$ cat src/rtl/serial_adder_acc_if.sv
// Bundle of the request/response signals of the bit-serial adder/accumulator.
// The driver (testbench or host logic) uses the master modport; the core uses slave.
interface serial_adder_acc_if #(
   parameter int WIDTH = 8
);
   logic             ena;
   logic             start;
   logic [1:0]       op;
   logic [WIDTH-1:0] a;
   logic [WIDTH-1:0] b;
   logic             busy;
   logic             done;
   logic [WIDTH-1:0] sum;
   logic             carry_out;
   logic             overflow;
   logic [WIDTH-1:0] acc;

   modport master (
      output ena, start, op, a, b,
      input  busy, done, sum, carry_out, overflow, acc
   );

   modport slave (
      input  ena, start, op, a, b,
      output busy, done, sum, carry_out, overflow, acc
   );
endinterface

$ cat src/rtl/serial_adder_acc.sv
// Bit-serial adder/subtractor with accumulator. One full-adder cell with a
// registered carry processes the operands LSB-first, one bit per clock.
// Ops: ADD a+b, SUB a-b (a + ~b + 1), ACC acc+a, CLR acc<=0.
module serial_adder_acc #(
   parameter int WIDTH = 8
) (
   input logic              clk,
   input logic              rst_n,
   serial_adder_acc_if.slave bus
);
   localparam int CW = (WIDTH > 1) ? $clog2(WIDTH) : 1;
   localparam logic [CW-1:0] LAST_BIT = CW'(WIDTH - 1);

   localparam logic [1:0] OP_ADD = 2'b00;
   localparam logic [1:0] OP_SUB = 2'b01;
   localparam logic [1:0] OP_ACC = 2'b10;
   localparam logic [1:0] OP_CLR = 2'b11;

   typedef enum logic [1:0] {
      IDLE = 2'd0,
      RUN  = 2'd1,
      DONE = 2'd2
   } state_t;

   state_t           state_reg;
   logic [1:0]       op_reg;
   logic [WIDTH-1:0] ra_reg;
   logic [WIDTH-1:0] rb_reg;
   logic [WIDTH-1:0] res_reg;
   logic             c_reg;
   logic [CW-1:0]    cnt_reg;
   logic             busy_reg;
   logic             done_reg;
   logic [WIDTH-1:0] sum_reg;
   logic             carry_out_reg;
   logic             overflow_reg;
   logic [WIDTH-1:0] acc_reg;

   // Full-adder cell on the current LSBs; res_next is the result register
   // after this bit has been shifted in at the MSB end.
   logic             s_bit;
   logic             c_next;
   logic [WIDTH-1:0] res_next;

   // Combinational full-adder slice feeding the serial datapath.
   always_comb begin
      s_bit    = ra_reg[0] ^ rb_reg[0] ^ c_reg;
      c_next   = (ra_reg[0] & rb_reg[0]) | (ra_reg[0] & c_reg) | (rb_reg[0] & c_reg);
      res_next = {s_bit, res_reg[WIDTH-1:1]};
   end

   // Control FSM and serial datapath; every register freezes while ena is low.
   always_ff @(posedge clk or negedge rst_n) begin
      if (!rst_n) begin
         state_reg     <= IDLE;
         op_reg        <= OP_ADD;
         ra_reg        <= '0;
         rb_reg        <= '0;
         res_reg       <= '0;
         c_reg         <= 1'b0;
         cnt_reg       <= '0;
         busy_reg      <= 1'b0;
         done_reg      <= 1'b0;
         sum_reg       <= '0;
         carry_out_reg <= 1'b0;
         overflow_reg  <= 1'b0;
         acc_reg       <= '0;
      end else if (bus.ena) begin
         case (state_reg)
            IDLE, DONE: begin
               busy_reg <= 1'b0;
               done_reg <= 1'b0;
               if (bus.start) begin
                  // Capture operands once; later input changes do not matter.
                  op_reg  <= bus.op;
                  ra_reg  <= bus.a;
                  res_reg <= '0;
                  cnt_reg <= '0;
                  c_reg   <= (bus.op == OP_SUB);
                  case (bus.op)
                     OP_ADD:  rb_reg <= bus.b;
                     OP_SUB:  rb_reg <= ~bus.b;
                     OP_ACC:  rb_reg <= acc_reg;
                     default: rb_reg <= '0;
                  endcase
                  if (bus.op == OP_CLR) begin
                     // Clear needs no serial pass: finish on the next cycle.
                     acc_reg   <= '0;
                     state_reg <= DONE;
                     done_reg  <= 1'b1;
                  end else begin
                     state_reg <= RUN;
                     busy_reg  <= 1'b1;
                  end
               end else begin
                  state_reg <= IDLE;
               end
            end

            RUN: begin
               ra_reg  <= {1'b0, ra_reg[WIDTH-1:1]};
               rb_reg  <= {1'b0, rb_reg[WIDTH-1:1]};
               res_reg <= res_next;
               c_reg   <= c_next;
               cnt_reg <= cnt_reg + CW'(1);
               if (cnt_reg == LAST_BIT) begin
                  // c_reg is the carry into the MSB cell, c_next the carry out.
                  sum_reg       <= res_next;
                  carry_out_reg <= c_next;
                  overflow_reg  <= c_reg ^ c_next;
                  if (op_reg == OP_ACC) begin
                     acc_reg <= res_next;
                  end
                  state_reg <= DONE;
                  busy_reg  <= 1'b0;
                  done_reg  <= 1'b1;
               end
            end

            default: begin
               state_reg <= IDLE;
               busy_reg  <= 1'b0;
               done_reg  <= 1'b0;
            end
         endcase
      end
   end

   assign bus.busy      = busy_reg;
   assign bus.done      = done_reg;
   assign bus.sum       = sum_reg;
   assign bus.carry_out = carry_out_reg;
   assign bus.overflow  = overflow_reg;
   assign bus.acc       = acc_reg;
endmodule

$ cat src/flat_wrapper.sv
// flat-port wrapper written by rule: the top's interface ports become plain ports
module serial_adder_acc_flat 
#(
   parameter int WIDTH = 8
)
  (clk, rst_n, bus_ena, bus_start, bus_op, bus_a, bus_b, bus_busy, bus_done, bus_sum, bus_carry_out, bus_overflow, bus_acc);
  serial_adder_acc_if #(.WIDTH(WIDTH)) bus_i ();
  input logic clk;
  input logic rst_n;
  input wire logic [$bits(bus_i.ena)-1:0] bus_ena;
  input wire logic [$bits(bus_i.start)-1:0] bus_start;
  input wire logic [$bits(bus_i.op)-1:0] bus_op;
  input wire logic [$bits(bus_i.a)-1:0] bus_a;
  input wire logic [$bits(bus_i.b)-1:0] bus_b;
  output wire logic [$bits(bus_i.busy)-1:0] bus_busy;
  output wire logic [$bits(bus_i.done)-1:0] bus_done;
  output wire logic [$bits(bus_i.sum)-1:0] bus_sum;
  output wire logic [$bits(bus_i.carry_out)-1:0] bus_carry_out;
  output wire logic [$bits(bus_i.overflow)-1:0] bus_overflow;
  output wire logic [$bits(bus_i.acc)-1:0] bus_acc;
  assign bus_i.ena = bus_ena;
  assign bus_i.start = bus_start;
  assign bus_i.op = bus_op;
  assign bus_i.a = bus_a;
  assign bus_i.b = bus_b;
  assign bus_busy = bus_i.busy;
  assign bus_done = bus_i.done;
  assign bus_sum = bus_i.sum;
  assign bus_carry_out = bus_i.carry_out;
  assign bus_overflow = bus_i.overflow;
  assign bus_acc = bus_i.acc;
  serial_adder_acc #(.WIDTH(WIDTH)) u_core (.clk(clk), .rst_n(rst_n), .bus(bus_i));
endmodule
$ cat config.mk
export PLATFORM = sky130hd
export DESIGN_NAME = serial_adder_acc_flat
export DESIGN_NICKNAME = d
export VERILOG_FILES = /design/src/rtl/serial_adder_acc_if.sv /design/src/rtl/serial_adder_acc.sv /design/src/flat_wrapper.sv
export SDC_FILE = /design/constraint.sdc
export NUM_CORES = 1
export LEC_CHECK = 0
export BUFFER_PORTS_ARGS = -buffer_cell sky130_fd_sc_hd__buf_4
export CAP_MARGIN = 5
export CORE_ASPECT_RATIO = 2
export CORE_MARGIN = 5
export CORE_UTILIZATION = 53
export DETAILED_ROUTE_END_ITERATION = 10
export PLACE_DENSITY = 0.76
export REMOVE_ABC_BUFFERS = 1
export SLEW_MARGIN = 10
export SYNTH_ARGS = -nofsm -noshare
export SYNTH_HDL_FRONTEND = slang
export SYNTH_SLANG_ARGS = --single-unit
export TNS_END_PERCENT = 50
$ cat constraint.sdc
create_clock -name clk -period 2.2 [get_ports clk]
set_clock_uncertainty 0.2 [all_clocks]
set_input_delay 0.44 -clock clk [delete_from_list [all_inputs] [get_ports clk]]
set_output_delay 0.44 -clock clk [all_outputs]
set_load 0.02 [all_outputs]
### After elaboration in Yosys (flattened, before gate mapping)

Index checks and enable logic that the tools add are counted.

| storage, ports and cells | value |
|---|---|
| output and inout port bits | 20 |
| memories kept | 0 |
| word-level logic and storage cells | 71 |
| ROM bits | 0 |
| bits of input ports | 22 |
| flip-flop bits (word level) | 52 |
| latch bits | 0 |
| bits in writable memories | 0 |

| operators by class | value |
|---|---|
| add/sub/neg operators | 1 |
| multipliers | 0 |
| reduce and logical (&&, ||, !) cells | 9 |
| magnitude comparators | 0 |
| shift operators | 0 |
| mux-type cells | 28 |
| equality and inequality tests | 11 |
| div/mod/pow operators | 0 |
| bitwise operators | 9 |

Operators by type and width:

| operator | count |
|---|---|
| 8-bit case mux with 2 select lines | 4 |
| 8-bit 2-to-1 mux | 7 |
| 8-bit case mux with 3 select lines | 1 |
| 3-bit AND reduction | 3 |
| 2-bit equality test (second input constant) | 4 |
| 8-bit inverter | 1 |
| 1-bit 2-to-1 mux | 7 |
| 2-bit 2-to-1 mux | 3 |
| 2-bit by 1-bit inequality test with 1-bit output (second input constant) | 3 |
| 1-bit case mux with 2 select lines | 3 |
| 3-bit case mux with 2 select lines | 1 |
| 6-bit AND reduction | 1 |
| 2-bit by 1-bit equality test with 1-bit output (second input constant) | 2 |
| 2-bit zero test | 2 |
| 2-bit case mux with 2 select lines | 1 |
| 3-bit by 1-bit adder with 3-bit output (second input constant) | 1 |
| 1-bit AND | 3 |
| 3-bit equality test (second input constant) | 1 |
| 3-bit 2-to-1 mux | 1 |
| 1-bit XOR | 3 |
| 2-bit inequality test (second input constant) | 1 |
| 1-bit bitwise OR | 2 |
| 2-bit AND reduction | 1 |
| 2-bit nonzero test | 1 |
| 2-bit OR reduction | 1 |

### Depth between registers and ports, before layout

| logic depth | value |
|---|---|
| depth in word-level cells | 5 |
| depth in mapped cells | 7 |
| depth with buffers taken out | 6 |

### Least setup slack after synthesis

OpenSTA, ideal clock, no wires.

| timing | value |
|---|---|
| path kind | reg2reg |
| start | reg u_core.state_reg[0] |
| end | reg u_core.acc_reg[0], in the netlist u_core.bus.acc[0] |
| data required time | 1.879 ns |
| cell stages (with the launch flop) | 7 |
| buffers on the path | 2 |
| arrival time | 1.419 ns |
| clock period less this slack | 1.740 ns |
| setup slack | 0.460 ns |
| setup time | 0.121 ns |
| cells stage by stage | dfrtp_1 buf_2 and2b_1 buf_6 o21ai_2 nand3b_4 a22o_1 |

| on the way | value |
|---|---|
| longest elaborated chain between the ends | 4 |
| elaborated cells between the ends (all ways) | 11 |
| those cells by class | 6 x eq/ne; 1 x mux; 4 x reduce/logical |

Ends and longest elaborated chain:

| element | RTL line | source |
|---|---|---|
| start, declared | serial_adder_acc.sv:25 | `state_t state_reg;` |
| start signal, assigned | serial_adder_acc.sv:55 | `state_reg <= IDLE;` |
| start signal, assigned | serial_adder_acc.sv:89 | `state_reg <= DONE;` |
| start signal, assigned | serial_adder_acc.sv:92 | `state_reg <= RUN;` |
| 2-bit equality test or 2-bit zero test (tied branches) | serial_adder_acc.sv:69 | `case (state_reg)` |
| 2-bit OR reduction | serial_adder_acc.sv:69 |  |
| 2-bit by 1-bit inequality test with 1-bit output (no source line), or another cell as far along | -- |  |
| 6-bit AND reduction (no source line) | -- |  |
| end signal, assigned | serial_adder_acc.sv:112 | `acc_reg <= res_next;` |
| end, declared | serial_adder_acc.sv:37 | `logic [WIDTH-1:0] acc_reg;` |

Several ways; a longest one is shown, not always the timed one.
A chain may end at the register's enable or synchronous reset.

==> impl_summary.md <==
CTS
The maximum buffer depth of the clock tree is 2. The number of resized instances in the post-cts repair step is 0. The TritonCTS clock tree is done.

The tree built by TritonCTS fans out to 49 sinks. Clock tree synthesis inserted a total of 5 buffers. The clock latency at the later pin of the worst-skew pair is ~300 ps. The level count of the clock H-tree is 2. The cell chosen for the clock root is clkbuf_8.

Clock-pin slew was measured on the worst setup and hold paths at 90 ps.

Final layout
The library cell used most frequently in the layout, excluding fill and tap cells, is dfrtp_1. Measured on the finished design, the core utilization comes to 65.5%. The final non-filler cell area is roughly 0.0028 mm². The number of antenna diodes in the final layout is 0. The signed area change from the synthesized netlist to the final layout is 20.4%. The share of layout cells above drive strength 1 is approximately 29%. Leaving out fill and tap cells, the most frequent cells in the layout are 49 x dfrtp_1, 45 x buf_4, 30 x nand2_1. The number of filler cells placed in the layout is roughly 360. The net count of the finished layout is 271.

Power
The design internal power is 2.06 mW. The share of total power dissipated in combinational logic is 32.0%. The clock network fraction of design power is 24.3%.

The net switching power is 1.01 mW. The leakage power of the design is about 1.4 nW. The maximum resistive drop on vdd is 0.709 mV.

Net switching is about a third of the power. Sequential cells burn 43.7% of the power. Dividing total power by cell area gives a power density of 1080 mW/mm².

Global routing
Global routing consumed, on the met2 layer, between 20% and 30% of the routing resources. The global-route wire length before repair is 8210 µm. The largest net degree at the start of global routing is 50.

The met1 usage in global routing is 22.4%. The via count of the first global-routing pass is 1661. The met3 track demand over resource in global routing is 2.24%. The initial antenna violation count is 0. After global routing the overflow that remains totals 0. Global routing used 17.4% of the available tracks across all layers. The layer flagged by global routing as most heavily used is met2.

Placement
The count of buffers added on input and output ports is 41. The cell area reported after detailed placement is 0.00270 mm². OpenSTA, run right after detailed placement, puts the worst setup slack at 237 ps. Once detailed placement completed, the half-perimeter wirelength came to 3490 µm. At the end of routability-driven placement, the weighted congestion stood at 0.816.

Worst setup path
STA classifies the critical path startpoint as a flip-flop. The endpoint of the lowest-slack register-to-register path is u_core.bus.acc[7]$_DFFE_PN0P_. For the worst setup path, the data arrival time is roughly 2000 ps. Broken down by cell family, the worst path's largest delay share belongs to simple AND/OR/NAND/NOR gates. Walking the worst path, the cells encountered are and2b_1 > nand3_4 > nor2_4 > a22o_1. Of all nets on the critical path, the largest fanout is 15. The critical path is of the reg -> reg type. For the worst setup path, the data required time is 2240 ps.

The worst setup path is captured at a flip-flop. The worst-case reg-to-reg path depth is 4. The master of the slowest instance on the critical path is dfrtp_1. In this design, the stage delay of the slowest critical-path cell is 540 ps. Tracing the worst setup path back leads to its startpoint at u_core.bus.done$_DFFE_PN0P_.

The start of the worst register-to-register path is u_core.bus.done$_DFFE_PN0P_. Across all register-to-register paths, the minimum setup slack is ~220 ps. The total buffers and inverters traversed by the critical path is 0.

Detailed routing
The total via count after detailed routing is 1687. After detailed routing, the number of vias per cell comes to 5.60. The routed design has 4670 µm of wire.

After detailed routing, the number of remaining DRC violations is 0. The first-pass iteration count of the detailed router is 5. The detail-routed net length per standard cell is 15.5 µm.

In this run, the number of DRC markers left after iteration 0 of detailed routing was 57. In this run the remaining antenna-violating nets after routing total 0.

Synth
The number of synthesized flops with an enable pin is 0. In this run, distinct cell masters in the synthesized netlist total 32. Counting flops with an async set or reset pin after synthesis yields a share of 100%. The most instantiated flip-flop cell in the synthesis netlist is dfrtp_1. During synthesis, Yosys emitted a total of 0 warnings.

The total of flip-flops plus latches after synthesis is about 50. The mean instance size in the synthesized netlist is 11.5 µm². After synthesis the cells add up to 0.00236 mm². The register area share after synthesis is 51.9%. The instance count of the mapped netlist is about 210.

Timing
The worst path needs 1980 ps of the cycle, external delays included. Setup repair after global routing left no endpoint under its margin. The total negative setup slack is 0 ps. The number of setup violations in the final report is 0. The worst pin sits at a relative slew slack of 56.8%. The maximum achievable frequency is 504 MHz. The max-slew violation count is 0. The ratio of final minimum period to clock period is 90.1%.

The actual transition at the worst max-transition pin is 648 ps. Once routing completed, OpenROAD measured the worst setup slack at around 220 ps. The total count of hold-check failures in the final report is 0. Across all hold checks on the routed design, the worst slack comes to 180 ps.

Min path
The worst hold path passes through 2 cells. The startpoint identified for the worst hold timing path is bus_ena. For hold timing, the worst endpoint is u_core.bus.done$_DFFE_PN0P_. The kind of path behind the tightest hold check is in -> reg.

Run
The tool flagged a number of max-cap violations equal to 0.

Floorplanning
Once the floorplan was initialized, standard cells occupied 54.4% of the core. The width of the die is 57.2 µm. The floorplan has 34 rows.

In this run the count of I/O pins placed on the die edge is 42. The full die area is 0.00597 mm². The floorplan step defined a core boundary enclosing 0.00434 mm². The chip height is 104 µm.

Status
The run finished with clean final reports.
logic make-up (layout without fill, tap and decap cells):
logic type	count (synthesis)	count (layout)	share of synthesized area, %
buffers and inverters	20	61	4.82
AO/OA/AOI/OAI	62	62	18.0
XOR/XNOR	1	1	0.371
flip-flops	49	49	51.9
AND/OR/NAND/NOR	44	44	9.59
multiplexers	27	27	13.4
adder cells (fa/ha/maj)	3	3	1.91
synth_stat cells (2+ instances only):
cell type / count / area share (%)
mux2_4: 8 / 5.1
nand2b_1: 4 / 1.1
and2b_1: 2 / 0.64
o22ai_1: 6 / 1.6
ha_1: 2 / 1.1
mux2_2: 4 / 1.9
clkbuf_1: 4 / 0.64
o21ai_0: 24 / 5.1
nand3_1: 2 / 0.42
a22o_1: 18 / 6.7
dfrtp_1: 49 / 52
buf_6: 4 / 1.9
inv_1: 6 / 0.95
o221ai_1: 3 / 1.1
mux2i_1: 15 / 6.4
a222oi_1: 4 / 1.7
nand2_1: 30 / 4.8
nor2_1: 2 / 0.32
buf_2: 4 / 0.85
o21ai_1: 3 / 0.64
layer usage:
layer	part of all wire, %	vias up	routed length [µm]
li1	-	825	-
met1	41	820	1910
met2	54	37	2510
met3	3.7	5	174
met4	1.8	0	82
met5	0	-	0
timing repair:
action	in CTS	in global routing
buffers inserted	0	0
hold endpoints to repair	49	0
hold buffers	1	0
setup endpoints to repair	0	0
through the flow:
step / total power [mW] / instances
after detailed placement: 2.34 / 292
after CTS: 3.09 / 301
final: 3.07 / 301
after global placement: 2.31 / 292
after floorplan: 1.97 / 192
after global routing: 3.27 / 301
how the worst max path moves through the flow:
stage,to,slack (ps),depth (start not counted)
4_1_cts,u_core.bus.acc[7]$_DFFE_PN0P_,220,4
6_report,u_core.bus.acc[7]$_DFFE_PN0P_,220,4
3_3_place_gp,u_core.bus.sum[4]$_DFFE_PN0P_,270,3
5_1_grt,u_core.bus.acc[7]$_DFFE_PN0P_,110,4
2_1_floorplan,u_core.bus.acc[0]$_DFFE_PN0P_,-1150,3
3_5_place_dp,u_core.bus.acc[7]$_DFFE_PN0P_,240,4
cell type report:
type / instances / area, µm² / area share, %
Sequential cell: 49 / 1230 / 43.1
Multi-Input combinational cell: 137 / 1020 / 36.0
Timing Repair Buffer: 47 / 368 / 12.9
Clock buffer: 5 / 68.8 / 2.42
Tap cell: 54 / 67.6 / 2.38
Clock inverter: 3 / 65.1 / 2.29
Inverter: 6 / 22.5 / 0.792
power by group through the flow:
stage                     Combinational (mW)  Sequential (mW)  Clock [mW]
final                                  0.983             1.34       0.744
after global routing                    1.09             1.38       0.799
after CTS                              0.994             1.34       0.754
after detailed placement               0.979             1.36           0
after global placement                 0.956             1.35           0
after floorplan                        0.600             1.37           0
Note: power is estimated with default switching activity, not from simulation.
